`config.mk`:
```
export PLATFORM = sky130hd
export DESIGN_NAME = ctrl_packet_initiator
export DESIGN_NICKNAME = d
export VERILOG_FILES = /design/src/rtl/ctrl_packet_initiator_pkg.sv /design/src/rtl/ctrl_packet_initiator_timeout.sv /design/src/rtl/ctrl_packet_initiator.sv
export SDC_FILE = /design/constraint.sdc
export NUM_CORES = 1
export LEC_CHECK = 0
export CAP_MARGIN = 20
export CORE_AREA = 2 2 483 485
export CTS_CLUSTER_DIAMETER = 50
export DETAILED_ROUTE_END_ITERATION = 10
export DIE_AREA = 0 0 485 487
export GPL_TIMING_DRIVEN = 1
export PLACE_DENSITY = 0.34
export REMOVE_ABC_BUFFERS = 1
export SLEW_MARGIN = 20
export SYNTH_ARGS = -nofsm -noshare
export SYNTH_HDL_FRONTEND = slang
export SYNTH_HIERARCHICAL = 1
export SYNTH_SLANG_ARGS = --single-unit
```
`constraint.sdc`:
```
create_clock -name clk -period 3.2 [get_ports clk]
set_input_delay 0.64 -clock clk [delete_from_list [all_inputs] [get_ports clk]]
set_output_delay 0.64 -clock clk [all_outputs]
set_load 0.01 [all_outputs]
```
`src/rtl/ctrl_packet_initiator_pkg.sv`:
```
// Shared definitions for the control-packet initiator: FSM states, packet
// Type bit positions and the control-packet codes carried in ChunkID.
package ctrl_packet_initiator_pkg;

  typedef enum logic [1:0] {
    S_IDLE,
    S_ISSUE,
    S_WAIT,
    S_DONE
  } fsm_state_t;

  // Type field: bit1 marks a control packet, bit0 a data packet.
  localparam int TYPE_CTRL_BIT = 1;
  localparam int TYPE_DATA_BIT = 0;

  localparam logic [1:0] TYPE_NONE = 2'b00;
  localparam logic [1:0] TYPE_DATA = 2'b01;
  localparam logic [1:0] TYPE_CTRL = 2'b10;

  // ChunkID MSB tells requests (towards the chain) from responses (back).
  localparam logic CHUNK_DIR_REQUEST  = 1'b1;
  localparam logic CHUNK_DIR_RESPONSE = 1'b0;

  // Request codes (ChunkID low bits when the MSB is CHUNK_DIR_REQUEST).
  localparam int CP_A_READ_32B  = 0;
  localparam int CP_A_WRITE_32B = 1;

  // Response codes (ChunkID low bits when the MSB is CHUNK_DIR_RESPONSE).
  localparam int CP_R_WRITE_ACK_32B      = 0;
  localparam int CP_R_READ_RESPONSE_32B  = 1;

  // True when a Type field carries a control packet.
  function automatic logic is_ctrl_type(input logic [1:0] pkt_type);
    return pkt_type[TYPE_CTRL_BIT];
  endfunction

endpackage

```
`src/rtl/ctrl_packet_initiator_timeout.sv`:
```
// Cycle counter guarding the WAIT state of the initiator. Cleared while the
// read request is on the bus, counts every WAIT cycle, and flags expiry in
// the cycle where the count steps onto TIMEOUT_CYCLES-1, so the FSM reaches
// DONE exactly TIMEOUT_CYCLES cycles after the request was issued.
module ctrl_timeout_counter #(
  parameter  int TIMEOUT_CYCLES = 1024,
  localparam int CNT_W          = $clog2(TIMEOUT_CYCLES) + 1
) (
  input  logic clk,
  input  logic rst_n,
  input  logic clear,
  input  logic enable,
  output logic expire
);

  logic [CNT_W-1:0] count;

  // Counter register: clear has priority over counting.
  always_ff @(posedge clk or negedge rst_n) begin
    // NOTE: state registers use non-blocking assignments so every flop
    // samples the pre-edge values, independent of block ordering.
    if (!rst_n) begin
      count <= '0;
    end else if (clear) begin
      count <= '0;
    end else if (enable) begin
      count <= count + CNT_W'(1);
    end
  end

  assign expire = enable && (count == CNT_W'(TIMEOUT_CYCLES - 2));

endmodule

```
`src/rtl/ctrl_packet_initiator.sv`:
```
// Host-side initiator for register accesses along a module chain. Each host
// command becomes one control packet on Back_*; writes complete right after
// issue, reads wait for a matching read response on Front_* or time out.
// Read responses that do not match the outstanding read are counted.
module ctrl_packet_initiator
  import ctrl_packet_initiator_pkg::*;
#(
  parameter  int DATA_WIDTH       = 512,
  parameter  int STREAM_ID_NUM    = 16,
  parameter  int CHUNK_ID_NUM     = 32,
  parameter  int CHANNEL_ID_NUM   = 1024,
  parameter  int STATE_WIDTH      = 32,
  parameter  int CTRL_STREAM_ID   = 0,
  parameter  int TIMEOUT_CYCLES   = 1024,
  localparam int STREAM_ID_WIDTH  = $clog2(STREAM_ID_NUM),
  localparam int CHUNK_ID_WIDTH   = $clog2(CHUNK_ID_NUM),
  localparam int CHANNEL_ID_WIDTH = $clog2(CHANNEL_ID_NUM),
  localparam int NUM_32B_FIELDS   = DATA_WIDTH / 32
) (
  input  logic                        clk,
  input  logic                        rstn,
  input  logic                        Cmd_Valid,
  output logic                        Cmd_Ready,
  input  logic                        Cmd_Write,
  input  logic [CHANNEL_ID_WIDTH-1:0] Cmd_Hop,
  input  logic [31:0]                 Cmd_Addr,
  input  logic [31:0]                 Cmd_WData,
  output logic                        Rsp_Valid,
  output logic [31:0]                 Rsp_RData,
  output logic                        Rsp_Timeout,
  output logic [15:0]                 Stat_Stale,
  output logic [DATA_WIDTH-1:0]       Back_Data,
  output logic [1:0]                  Back_Type,
  output logic                        Back_Last,
  output logic [STREAM_ID_WIDTH-1:0]  Back_StreamID,
  output logic [CHUNK_ID_WIDTH-1:0]   Back_ChunkID,
  output logic [CHANNEL_ID_WIDTH-1:0] Back_ChannelID,
  output logic [STATE_WIDTH-1:0]      Back_State,
  input  logic [1:0]                  Front_Type,
  input  logic [CHUNK_ID_WIDTH-1:0]   Front_ChunkID,
  input  logic [STATE_WIDTH-1:0]      Front_State,
  input  logic [DATA_WIDTH-1:0]       Front_Data
);

  localparam int CODE_W = CHUNK_ID_WIDTH - 1;

  fsm_state_t             state;
  logic                   is_write;
  logic [STATE_WIDTH-1:0] rd_addr;
  logic                   cnt_clear;
  logic                   cnt_enable;
  logic                   cnt_expire;
  logic                   rd_response;
  logic                   rd_match;
  logic                   stale_event;
  logic                   unused_front;

  // A read response is a control packet whose ChunkID carries the response
  // direction and the read-response code; anything else on Front_* is ignored.
  assign rd_response = is_ctrl_type(Front_Type)
                    && (Front_ChunkID[CHUNK_ID_WIDTH-1] == CHUNK_DIR_RESPONSE)
                    && (Front_ChunkID[CODE_W-1:0] == CODE_W'(CP_R_READ_RESPONSE_32B));
  assign rd_match    = rd_response && (state == S_WAIT) && (Front_State == rd_addr);
  assign stale_event = rd_response && !rd_match;

  // Only the low word of a response is returned; the data-type bit plays no
  // part once the control bit has been checked.
  assign unused_front = ^{Front_Type[TYPE_DATA_BIT], Front_Data[DATA_WIDTH-1:32]};

  assign cnt_clear  = (state == S_ISSUE);
  assign cnt_enable = (state == S_WAIT);

  ctrl_timeout_counter #(
    .TIMEOUT_CYCLES (TIMEOUT_CYCLES)
  ) u_timeout (
    .clk    (clk),
    .rst_n  (rstn),
    .clear  (cnt_clear),
    .enable (cnt_enable),
    .expire (cnt_expire)
  );

  // Command FSM with registered handshake, packet and response outputs.
  always_ff @(posedge clk or negedge rstn) begin
    if (!rstn) begin
      state          <= S_IDLE;
      is_write       <= 1'b0;
      rd_addr        <= '0;
      Cmd_Ready      <= 1'b0;
      Rsp_Valid      <= 1'b0;
      Rsp_RData      <= '0;
      Rsp_Timeout    <= 1'b0;
      Back_Data      <= '0;
      Back_Type      <= TYPE_NONE;
      Back_Last      <= 1'b0;
      Back_StreamID  <= '0;
      Back_ChunkID   <= '0;
      Back_ChannelID <= '0;
      Back_State     <= '0;
    end else begin
      // NOTE: one-cycle outputs take a default here and are overridden
      // below, so no branch can leave them asserted by omission.
      Rsp_Valid   <= 1'b0;
      Rsp_Timeout <= 1'b0;
      Back_Type   <= TYPE_NONE;

      case (state)
        S_IDLE: begin
          Cmd_Ready <= 1'b1;
          if (Cmd_Valid && Cmd_Ready) begin
            state          <= S_ISSUE;
            Cmd_Ready      <= 1'b0;
            is_write       <= Cmd_Write;
            Back_Type      <= TYPE_CTRL;
            Back_Last      <= 1'b1;
            Back_StreamID  <= STREAM_ID_WIDTH'(CTRL_STREAM_ID);
            Back_ChunkID   <= {CHUNK_DIR_REQUEST,
                               Cmd_Write ? CODE_W'(CP_A_WRITE_32B) : CODE_W'(CP_A_READ_32B)};
            Back_ChannelID <= Cmd_Hop;
            Back_State     <= STATE_WIDTH'(Cmd_Addr);
            Back_Data      <= Cmd_Write ? {NUM_32B_FIELDS{Cmd_WData}} : '0;
          end
        end

        S_ISSUE: begin
          if (is_write) begin
            state     <= S_DONE;
            Rsp_Valid <= 1'b1;
            Rsp_RData <= '0;
          end else begin
            state   <= S_WAIT;
            rd_addr <= Back_State;
          end
        end

        S_WAIT: begin
          // A response arriving in the expiry cycle still completes the read.
          if (rd_match) begin
            state     <= S_DONE;
            Rsp_Valid <= 1'b1;
            Rsp_RData <= Front_Data[31:0];
          end else if (cnt_expire) begin
            state       <= S_DONE;
            Rsp_Valid   <= 1'b1;
            Rsp_RData   <= '0;
            Rsp_Timeout <= 1'b1;
          end
        end

        S_DONE: begin
          state     <= S_IDLE;
          Cmd_Ready <= 1'b1;
        end

        default: begin
          state     <= S_IDLE;
          Cmd_Ready <= 1'b1;
        end
      endcase
    end
  end

  // Saturating count of read responses that do not complete the pending read.
  always_ff @(posedge clk or negedge rstn) begin
    if (!rstn) begin
      Stat_Stale <= '0;
    end else if (stale_event && (Stat_Stale != 16'hFFFF)) begin
      Stat_Stale <= Stat_Stale + 16'd1;
    end
  end

endmodule

```
==> flow_metrics.env <==
export IMPL_nets=2041
export IMPL_power_frac_seq=0.218
export IMPL_drt_iter0_drc=335
export IMPL_p_leak_nw=6.743
export IMPL_cp_max_fo=32
export IMPL_io_buffers=756
export IMPL_cts_resized=0
export IMPL_syn2layout_area_growth_pct=79.81
export IMPL_final_cells=4475
export IMPL_cts_setup_buffers=0
export IMPL_outcome="finished clean"
export IMPL_synth_common_cells="493 x buf_4, 173 x dfrtp_1, 80 x nand2_1"
export IMPL_cts_root_buf="clkbuf_16"
export IMPL_grt_pass1_vias=8217
export IMPL_dp_hpwl_um=58060
export IMPL_core_area_um2=231400
export IMPL_synth_edf_count=0
export IMPL_setup_viol=0
export IMPL_synth_ff_type="dfrtp_1"
export IMPL_finalPower_mw=17.78
export IMPL_avgSynthCellArea_um2=10.11
export IMPL_ys_seq_area_frac=0.3925
export IMPL_syn_inst=1091
export IMPL_power_frac_comb=0.646
export IMPL_rsz0062_at_grt="false"
export IMPL_place_ws_ps=-83.13
export IMPL_grt_usage=0.05603
export IMPL_ys_ff_latch=173
export IMPL_hp_class="input pin to async pin"
export IMPL_p_int_mw=10.11
export IMPL_hold_violations=0
export IMPL_worst_pin_slew_ps=959.0
export IMPL_drcViolationCount=0
export IMPL_num_rows=177
export IMPL_vias_per_cell=1.828
export IMPL_crit_required_ps=3590
export IMPL_insertion_delay_ps=530
export IMPL_ir_drop_mv=0.3363
export IMPL_die_x_um=485
export IMPL_clock_path_buffers=2
export IMPL_cts_tree="yes"
export IMPL_slew_viol_final=0
export IMPL_dr_pass1_iters=4
export IMPL_ios=1246
export IMPL_clkPwrFrac=0.136
export IMPL_start_util=0.04766
export IMPL_clkTransAtPathRegs_ps=110
export IMPL_yosys_warnings=6
export IMPL_antenna_found_initial=25
export IMPL_synth_distinct_cells=42
export IMPL_yosysTopAreaCellShare=0.3925
export IMPL_critPathCaptureType="flop"
export IMPL_clock_sinks=173
export IMPL_net_switching_power_mw=7.669
export IMPL_vias=8182
export IMPL_grt_max_degree=61
export IMPL_synth_area_um2=11030
export IMPL_startpoint_type="input pin"
export IMPL_drtAntennaViolNets=0
export IMPL_gp_congestion=0.6684
export IMPL_yosys_top_cells_area="dfrtp_1 39%, buf_4 34%, mux2_2 8.1%, xnor2_1 2.9%, nand2_1 2.7%"
export IMPL_fin_crit_sh=0.8538
export IMPL_critical_path_arrival_ps=3120
export IMPL_htreeDepth=4
export IMPL_switching_share=0.4314
export IMPL_power_density_nw_per_um2=896.4
export IMPL_worstSetupPathType="input pin to flop"
export IMPL_yosysMostFrequentCell="buf_4"
export IMPL_grt_pass1_wl_um=86180
export IMPL_fin_crit_ps=2732
export IMPL_cts_buffers=17
export IMPL_grt_overflow_total=0
export IMPL_setup_ws_ps=468.0
export IMPL_synth_top_area_cell="dfrtp_1"
export IMPL_drive_gt1_frac=0.1227
export IMPL_maxSlewHeadroom=0.3583
export IMPL_fin_skew_ps=41.93
export IMPL_wirelength_um=68240
export IMPL_die_height_um=487
export IMPL_maxCapViolCount=0
export IMPL_async_flop_share=1.000
export IMPL_dieArea_um2=236200
export IMPL_dp_cells=4429
export IMPL_hold_buffers=0
export IMPL_routedWlPerCell_um=15.25
export IMPL_max_freq_mhz=366.0
==> per-stage QoR <==
| stage | hold WS, ps | util | instance area, um^2 | setup TNS [ps] |
|---|---|---|---|---|
| 4_1_cts | 28.42 | 0.08554 | 19800 | 0 |
| 5_1_grt | 45.93 | 0.08556 | 19800 | 0 |
| 6_report | 47.63 | 0.08569 | 19830 | 0 |
| 2_1_floorplan | 344.4 | - | 7212 | -21370 |
| 3_3_place_gp | 465.6 | 0.08275 | 19150 | -3805 |
| 3_5_place_dp | 463.4 | 0.08275 | 19150 | -2470 |
==> worst max-delay path, cell delays in order <==
cell and delay [ps]:
clkdlybuf4s50_1 420, xnor2_1 250, buf_12 160, nand4_1 150
a2111oi_0 370, and3_1 270, buf_12 190, o21ai_4 270
a22o_1 330
==> layer usage <==
layer,routed length [um],vias to the layer above,GRT usage
li1,-,3771,-
met2,31600,424,0.08923
met1,30710,3910,0.07248
met3,5327,51,0.02157
met5,158,-,0
met4,437,26,0.008288
==> layout make-up <==
type                       instances  area [um^2]
timing repair buffer             809         8103
clock inverter                    15        220.2
multi-input combinational        395         2875
clock buffer                      17        425.4
antenna                           14        35.03
fill                           26760       211600
inverter                           9        36.28
sequential                       173         4329
tap                             3043         3807
==> state kept, by name (all words and copies together) (netlist names) <==
| signal | count |
|---|---|
| Back_Data | 32 |
| Back_State | 32 |
| Rsp_RData | 32 |
| rd_addr | 32 |
| Stat_Stale | 16 |
| u_timeout/count | 11 |
| Back_ChannelID | 10 |
| state | 2 |
| Back_ChunkID | 1 |
| Back_Last | 1 |
| Back_Type | 1 |
| Cmd_Ready | 1 |
| Rsp_Timeout | 1 |
| Rsp_Valid | 1 |
==> placed cells by master, fill, tap and decap left out, drive strengths merged, types with 3 or more instances in the layout <==
cell	instances
nand3	44
dfrtp	173
nor4b	3
ha	7
inv	13
o21ai	9
a21oi	6
a22o	32
nor2b	4
conb	8
xor2	14
diode	14
and3	3
nand4	18
nor3	8
or4	3
buf	55
clkinv	10
clkbuf	17
clkdlybuf4s50	754
xnor2	36
nand2	80
nor4	11
mux2	79
nor2	10
==> cell families (layout without fill, tap and decap cells) <==
| logic type | count (synthesis) | after routing | share of synthesized area |
|---|---|---|---|
| buffers and inverters | 530 | 850 | 0.3516 |
| and+or+nand+nor | 194 | 194 | 0.08622 |
| DFF | 173 | 173 | 0.3925 |
| muxes | 79 | 79 | 0.08066 |
| AOI/OAI and AO/OA | 57 | 57 | 0.04107 |
| xor gates and xnor gates | 50 | 50 | 0.03971 |
| adders and majority gates | 7 | 7 | 0.007941 |
| other | 1 | 22 | 0.0003400 |
==> power groups by stage <==
stage	Combinational (mW)	Clock [mW]	Sequential, mW
after detailed placement	12.0	0	4.00
after CTS	12.1	2.59	3.97
after global routing	12.3	2.65	4.07
after floorplan	1.48	0	5.45
after global placement	12.1	0	3.97
final	11.5	2.42	3.88
==> path summary, 6_finish.rpt <==
check                           startpoint              to  slack [ps]  cells after the start
min reg2reg                 Back_Data[506]  Back_Data[506]         480                      2
max reg2reg                       state[0]   Rsp_RData[25]         560                      9
min in group clk            Back_Data[506]  Back_Data[506]         480                      2
max in group asynchronous             rstn  Back_Data[496]        2350                      2
min                                   rstn  Back_State[31]          50                      1
max                        Front_State[21]   Rsp_RData[25]         470                      9
(Power assumes the default switching activity.)
